$ cat config.mk
export PLATFORM = sky130hd
export DESIGN_NAME = router_pkt_fifo
export DESIGN_NICKNAME = d
export VERILOG_FILES = /design/src/rtl/router_pkt_fifo.sv
export SDC_FILE = /design/constraint.sdc
export NUM_CORES = 1
export LEC_CHECK = 0
export CAP_MARGIN = 20
export CORE_MARGIN = 5
export CORE_UTILIZATION = 56
export DETAILED_ROUTE_END_ITERATION = 12
export GPL_TIMING_DRIVEN = 0
export PLACE_DENSITY = 0.83
export SYNTH_ARGS = -nofsm -noshare
export SYNTH_HDL_FRONTEND = slang
export SYNTH_SLANG_ARGS = --single-unit
$ cat constraint.sdc
create_clock -name clock -period 4.13 [get_ports clock]
set_input_delay 0.413 -clock clock [delete_from_list [all_inputs] [get_ports clock]]
set_output_delay 0.413 -clock clock [all_outputs]
set_load 0.01 [all_outputs]
$ cat src/rtl/router_pkt_fifo.sv
// rtl/router_pkt_fifo.sv - per-destination packet FIFO of the 1x3 router
// Optional fill_level occupancy port is enabled by defining ROUTER_FIFO_OCC_EN.
module router_pkt_fifo #(
  parameter int DEPTH  = 16,
  parameter int ADDR_W = 4
) (
  input  logic              clock,
  input  logic              reset,
  input  logic              soft_reset,
  input  logic              write_enb,
  input  logic              lfd_state,
  input  logic [7:0]        data_in,
  input  logic              read_enb,
  output logic              full,
  output logic              empty,
  output logic [7:0]        data_out,
  output logic              data_valid,
`ifdef ROUTER_FIFO_OCC_EN
  output logic [ADDR_W:0]   fill_level,
`endif
  output logic              pkt_last
);

  localparam logic [ADDR_W:0] DEPTH_C = (ADDR_W+1)'(DEPTH);

  logic [8:0]        mem [DEPTH];
  logic [ADDR_W-1:0] wr_ptr;
  logic [ADDR_W-1:0] rd_ptr;
  logic [ADDR_W:0]   count;
  logic [6:0]        pkt_cnt;
  logic              wr_acc;
  logic              rd_acc;
  logic [8:0]        rd_word;

  assign full    = (count == DEPTH_C);
  assign empty   = (count == '0);
  assign wr_acc  = write_enb && !full;
  assign rd_acc  = read_enb && !empty;
  assign rd_word = mem[rd_ptr];

`ifdef ROUTER_FIFO_OCC_EN
  assign fill_level = count;
`endif

  // Storage carries no reset; a soft_reset cycle discards the write.
  always_ff @(posedge clock) begin
    if (wr_acc && !soft_reset)
      mem[wr_ptr] <= {lfd_state, data_in};
  end

  always_ff @(posedge clock or posedge reset) begin
    if (reset) begin
      wr_ptr <= '0;
      rd_ptr <= '0;
      count  <= '0;
    end else if (soft_reset) begin
      wr_ptr <= '0;
      rd_ptr <= '0;
      count  <= '0;
    end else begin
      if (wr_acc)
        wr_ptr <= wr_ptr + 1'b1;
      if (rd_acc)
        rd_ptr <= rd_ptr + 1'b1;
      case ({wr_acc, rd_acc})
        2'b10:   count <= count + 1'b1;
        2'b01:   count <= count - 1'b1;
        default: count <= count;
      endcase
    end
  end

  // pkt_cnt counts the bytes still owed to the current packet, parity included.
  always_ff @(posedge clock or posedge reset) begin
    if (reset) begin
      data_out   <= '0;
      data_valid <= 1'b0;
      pkt_last   <= 1'b0;
      pkt_cnt    <= '0;
    end else if (soft_reset) begin
      data_out   <= '0;
      data_valid <= 1'b0;
      pkt_last   <= 1'b0;
      pkt_cnt    <= '0;
    end else if (rd_acc) begin
      data_out   <= rd_word[7:0];
      data_valid <= 1'b1;
      if (rd_word[8]) begin
        pkt_cnt  <= {1'b0, rd_word[7:2]} + 7'd1;
        pkt_last <= 1'b0;
      end else if (pkt_cnt != '0) begin
        pkt_cnt  <= pkt_cnt - 7'd1;
        pkt_last <= (pkt_cnt == 7'd1);
      end else begin
        pkt_last <= 1'b0;
      end
    end else begin
      data_valid <= 1'b0;
      pkt_last   <= 1'b0;
    end
  end

endmodule

==> results.json, run 1 <==
{
  "outcome": "complete, no violations",
  "mappedNetlistNets": 457,
  "worst_setup_path_end_kind": "flop",
  "routedWlPerCell_um": 23.5,
  "io_pins": 26,
  "ctsRootBufferMaster": "clkbuf_16",
  "sequentialPowerShare_pct": 43.3,
  "rsz0062_at_grt": "false",
  "grt_pass1_vias": 4185,
  "final.setup.worst_slack_ns": 0.997,
  "routed_wirelength_um": 15700,
  "syn-mean-instance-area_sq_um": 16.9,
  "power.clock.fraction_pct": 31.9,
  "worst_r2r_path_depth": 9,
  "tritoncts_clock_tree": "done",
  "floorplan.die.width_um": 124,
  "std_cell_rows": 41,
  "switchingPower_mw": 1.38,
  "final_layout_size_suffix_gt1_share_pct": 16.6,
  "timing.slew.headroom_pct": 23.1,
  "hold_viol": 0,
  "yosysUniqueCellTypes": 50,
  "post_synth_arst_share_pct": 17.2,
  "initialDrtViolationCount": 430,
  "synth_top_flop_cell": "edfxtp_1",
  "fin_setup_tns_ns": 0,
  "io_buffers": 25,
  "drtAntennaViolNets": 0,
  "slew_viol_final": 0,
  "synth-edff-count": 144,
  "crit_path_max_fanout": 10,
  "design.core.area_sq_um": 12700,
  "post_synth_instance_area_sq_um": 7290,
  "setup_violations": 0,
  "synth.cells.most_frequent": "edfxtp_1 (144), nor2_1 (41), nand2_1 (37), mux4_2 (34), dfrtp_1 (30)",
  "remaining_overflow_grt": 0,
  "leakagePower_nw": 2.92,
  "grt_pass1_wl_um": 24400,
  "die_y_um": 124,
  "comb_power_share_pct": 24.8,
  "synthMostInstantiatedCell": "edfxtp_1",
  "r2r_start": "rd_ptr[1]",
  "hold_path_class": "input port to async pin",
  "cts-htree-levels": 4,
  "synth_largest_area_cell": "edfxtp_1",
  "p_int_mw": 3.45,
  "power.switching_fraction_pct": 28.6,
  "antenna_cells": 0,
  "synth_top_cells_by_area": "edfxtp_1 (59%), mux4_2 (11%), dfrtp_1 (10%), mux4_1 (2.2%), nor2_1 (2.1%)",
  "drt-pass1-iter-count": 5,
  "initial_cell_density_of_the_core_pct": 57.5,
  "worst_skew_pair.late_latency_ns": 0.43,
  "vdd.ir_drop.worst_mv": 0.422,
  "clock.fmax_mhz": 319,
  "critPathArrivalTime_ns": 3.44,
  "yosys_register_bits": 174,
  "dp_hpwl_um": 10000,
  "cts_inserted_buffers": 17,
  "final_design_area_no_fill_sq_um": 8430,
  "nNetsFinal": 510,
  "largest_net_degree_at_the_start_of_global_routing": 17,
  "area.growth.synth_to_final_pct": 15.8,
  "via_count": 4097,
  "initial_antenna_violation_count": 0,
  "placed_cell_area_sq_um": 7820,
  "worstSetupStartpointType": "flop",
  "place_worst_setup_slack_ns": 0.972,
  "yosys_warnings": 0,
  "dieArea_sq_um": 15400,
  "clock-skew-final_ns": 0.00838,
  "post_synth_inst_count": 430,
  "timing.setup.critical_path_class": "flop to flop",
  "cp_required_ns": 4.44,
  "ctsHoldBuffers": 0,
  "total_power_mw": 4.83,
  "power_density_nw_per_um2": 573,
  "ff2ff_setup_slack_ns": 1.0,
  "worst-slew-pin-transition_ns": 1.15,
  "cts.repair.resized": 0,
  "yosysTopAreaCellShare_pct": 59.4,
  "period_share_pct": 75.9,
  "cts.path.max_buffers": 2,
  "crit-reg2reg-capture": "pkt_cnt[2]",
  "grt_usage_pct": 22.5,
  "clock-sinks": 174,
  "synth-seq-area-share_pct": 69.7,
  "drc_errors": 0,
  "place_congestion": 0.829,
  "layout_min_cycle_time_ns": 3.13,
  "drv.max_cap_violation_count": 0,
  "postCtsSetupRepairBufs": 0,
  "worst_hold_slack_ns": 0.375,
  "cts.clk_slew.worst_paths_ns": 0.07,
  "vias_per_cell": 6.15
}
[through the flow]
step | utilization [%] | std cells
finish | 66.6 | 666
global route | 66.6 | 666
CTS | 66.2 | 662
detailed placement | 61.7 | 632
global placement | 61.2 | 627
floorplan | - | 430
[layer usage]
layer | GRT usage, % | up-vias | share of wire (%)
met5 | 0 | - | 0
met4 | 8.56 | 0 | 2.2
met3 | 6.49 | 26 | 8.0
met2 | 36.5 | 207 | 50
met1 | 29.0 | 2072 | 40
li1 | - | 1792 | -
[cell type report]
class,count,area (sq um)
Inverter,11,41.3
Tap cell,172,215
Timing Repair Buffer,34,368
Multi-Input combinational cell,229,2070
Buffer,16,101
Clock inverter,13,140
Sequential cell,174,5070
Fill cell,822,4240
Clock buffer,17,425
[cell families (layout without fill, tap and decap cells)]
logic type | count (synthesis) | count (layout) | share of synthesized area [%]
AND/OR/NAND/NOR | 108 | 108 | 6.71
AO/OA/AOI/OAI | 52 | 52 | 4.71
buffers and inverters | 27 | 91 | 1.96
XOR/XNOR | 14 | 14 | 1.68
flip-flops | 174 | 174 | 69.7
adder cells (fa/ha/maj) | 13 | 13 | 2.34
multiplexers | 42 | 42 | 12.9
[sequential cells by signal, indices dropped and copies added (netlist names)]
name / flops
count: 5
data_out: 8
rd_ptr: 4
mem: 144
pkt_last: 1
wr_ptr: 4
pkt_cnt: 7
data_valid: 1
[power groups by stage]
stage,clock network [mW],logic [mW],registers [mW]
after detailed placement,0,1.18,2.12
after CTS,1.56,1.19,2.09
final,1.54,1.20,2.09
after global placement,0,1.13,2.11
after global routing,1.64,1.31,2.10
after floorplan,0,0.834,2.12
[layout by cell type (no fill, tap or decap), types with 11 or more instances in the layout]
cell type        netlist  routed
nor2_1                41      41
nand2_1               37      37
ha_1                  12      12
buf_6                  3      11
edfxtp_1             144     144
mux4_2                34      34
clkbuf_16              0      17
a21oi_1               18      18
dfrtp_1               30      30
clkdlybuf4s50_1        0      25
[worst max path at each step]
stage,cells after the start,slack [ns],start,end
finish,9,1.0,rd_ptr[1],pkt_cnt[2]
global route,9,0.82,rd_ptr[1],pkt_cnt[4]
CTS,9,1.00,rd_ptr[1],pkt_cnt[2]
detailed placement,10,0.97,write_enb,count[4]
global placement,10,1.03,write_enb,count[4]
floorplan,10,1.50,count[1],count[4]
[worst max-delay path, cell delays in order (launching register included)]
cell and delay, ns:
dfrtp_1 0.40, clkbuf_1 0.60, buf_2 0.42, mux4_2 0.38, a22oi_1 0.20, nand2_1 0.25
ha_1 0.32, xnor2_1 0.16, o21ai_0 0.10, a22o_1 0.19
Power figures use the tool's default switching activity.
==> run 2, diff against run 1 <==
==> constraint.sdc (replaced) <==
create_clock -name clock -period 3.2 [get_ports clock]
set_input_delay 0.32 -clock clock [delete_from_list [all_inputs] [get_ports clock]]
set_output_delay 0.32 -clock clock [all_outputs]
set_load 0.01 [all_outputs]
==> run 2 against run 1 <==
Maximum frequency increased by 3.9%. Design area barely moved. Cell count stayed put. Core utilization hardly changed. Hold slack got worse by 0.10 ns. Sequential power up 29%. Highest routed layer unchanged.
==> results.json, run 2 (synthesis results as in run 1) <==
{
  "most-common-layout-cells": "edfxtp_1 (144), nor2_1 (41), nand2_1 (37)",
  "tritoncts_clock_tree": "done",
  "final_layout_size_suffix_gt1_share_pct": 16.8,
  "remaining_overflow_grt": 0,
  "ctsRootBufferMaster": "clkbuf_16",
  "r2r_start": "count[1]",
  "io_pins": 26,
  "drc_errors": 0,
  "floorplan.die.width_um": 124,
  "leakagePower_nw": 2.92,
  "rsz0062_at_grt": "false",
  "std_cell_rows": 41,
  "ff2ff_setup_slack_ns": 0.18,
  "placed_cell_area_sq_um": 7820,
  "crit_path_max_fanout": 8,
  "routedWlPerCell_um": 23.5,
  "cts.clk_slew.worst_paths_ns": 0.07,
  "postCtsSetupRepairBufs": 0,
  "place_worst_setup_slack_ns": 0.135,
  "clock.fmax_mhz": 331,
  "final_design_area_no_fill_sq_um": 8440,
  "switchingPower_mw": 1.79,
  "cts-htree-levels": 4,
  "routed_wirelength_um": 15700,
  "cts.path.max_buffers": 2,
  "clock-sinks": 174,
  "place_congestion": 0.829,
  "worst_skew_pair.late_latency_ns": 0.43,
  "total_power_mw": 6.24,
  "initial_cell_density_of_the_core_pct": 57.5,
  "layout_min_cycle_time_ns": 3.02,
  "worstPathCellList": "or4_1 -> o21a_1 -> nand2b_1 -> inv_1 -> ha_1 -> a21o_1 -> a21oi_1 -> mux2i_1 -> xnor2_1 -> nor2_1",
  "layout.cells.most_common": "edfxtp_1",
  "setup_violations": 0,
  "outcome": "complete, no violations",
  "power_density_nw_per_um2": 740,
  "clock-skew-final_ns": 0.00846,
  "grt_pass1_vias": 4185,
  "reg.largest.list": "mem: 144 flops, data_out: 8 flops, pkt_cnt: 7 flops",
  "drtAntennaViolNets": 0,
  "io_buffers": 25,
  "vias_per_cell": 6.17,
  "worstSetupStartpointType": "flop",
  "comb_power_share_pct": 24.8,
  "antenna_cells": 0,
  "critical-path-max-stage-delay_ns": 0.57,
  "hold_viol": 0,
  "dieArea_sq_um": 15400,
  "vdd.ir_drop.worst_mv": 0.545,
  "fin_setup_tns_ns": 0,
  "initial_antenna_violation_count": 0,
  "power.switching_fraction_pct": 28.7,
  "grt_pass1_wl_um": 24400,
  "nNetsFinal": 510,
  "worst_hold_slack_ns": 0.275,
  "critPathArrivalTime_ns": 3.32,
  "worst-slew-pin-transition_ns": 1.14,
  "regMostFlops": "mem",
  "timing.slew.headroom_pct": 23.8,
  "final.setup.worst_slack_ns": 0.183,
  "timing.setup.critical_path_class": "flop to flop",
  "crit-reg2reg-capture": "count[4]",
  "die_y_um": 124,
  "largest_net_degree_at_the_start_of_global_routing": 17,
  "drt-pass1-iter-count": 5,
  "hold_path_class": "input port to async pin",
  "crit_path_max_delay_cell_type": "or4_1",
  "path_buf_inv": 1,
  "slew_viol_final": 0,
  "drv.max_cap_violation_count": 0,
  "area.growth.synth_to_final_pct": 15.8,
  "dp_hpwl_um": 10000,
  "cp_required_ns": 3.50,
  "period_share_pct": 94.3,
  "power.clock.fraction_pct": 32.0,
  "initialDrtViolationCount": 430,
  "cts_inserted_buffers": 17,
  "grt_usage_pct": 22.5,
  "p_int_mw": 4.45,
  "worst_setup_path_end_kind": "flop",
  "crit_family": "simple AND/OR/NAND/NOR gates",
  "largest_reg_flops": 144,
  "via_count": 4108,
  "design.core.area_sq_um": 12700,
  "sequentialPowerShare_pct": 43.2,
  "worst_r2r_path_depth": 10
}
## run 2: cell counts in the layout (fill, tap and decap cells not counted)
No cell type changed its count.
## run 2: power by group through the flow
| stage | sequential (mW) | clock [mW] | combinational, mW |
|---|---|---|---|
| 2_1_floorplan | 2.73 | 0 | 1.08 |
| 3_3_place_gp | 2.73 | 0 | 1.46 |
| 3_5_place_dp | 2.74 | 0 | 1.53 |
| 4_1_cts | 2.70 | 2.02 | 1.54 |
| 5_1_grt | 2.71 | 2.12 | 1.70 |
| 6_report | 2.70 | 2.00 | 1.55 |
## run 2: through the flow
step,util [%],instances
CTS,66.2,662
finish,66.6,666
floorplan,-,430
global placement,61.2,627
detailed placement,61.7,632
global route,66.6,666
## run 2: area by class of cell
type                    instances  area, sq um
multi-input cells             229         2070
repair buffers                 34          368
well taps                     172          215
flip-flops and latches        174         5070
plain buffers                  16          103
fillers                       821         4240
inverters                      11         41.3
clock buffers                  17          425
clock inverters                13          140
## run 2: how the worst max path moves through the flow
stage,depth (start not counted),end,startpoint
3_5_place_dp,10,count[4],write_enb
5_1_grt,10,count[4],count[1]
6_report,10,count[4],count[1]
4_1_cts,9,pkt_cnt[2],rd_ptr[1]
3_3_place_gp,10,count[4],write_enb
2_1_floorplan,10,count[4],count[1]
## run 2: timing repair
action,CTS,global route
hold buffers,0,0
setup endpoints to repair,0,2
hold endpoints to repair,0,0
gates resized for setup,0,2
## run 2: per-layer routing
metal / GRT usage, % / share of wire, %
met4: 8.56 / 2.5
met1: 29.0 / 40
met2: 36.5 / 50
met3: 6.49 / 7.3
met5: 0 / 0
==> run 3, diff against run 2 <==
--- a/config.mk
+++ b/config.mk
@@ -14,3 +14,4 @@
 export SYNTH_ARGS = -nofsm -noshare
 export SYNTH_HDL_FRONTEND = slang
 export SYNTH_SLANG_ARGS = --single-unit
+export TNS_END_PERCENT = 5
==> results of run 3 <==
Same layout as run 2: the final DEF is identical, and so are final timing and power.
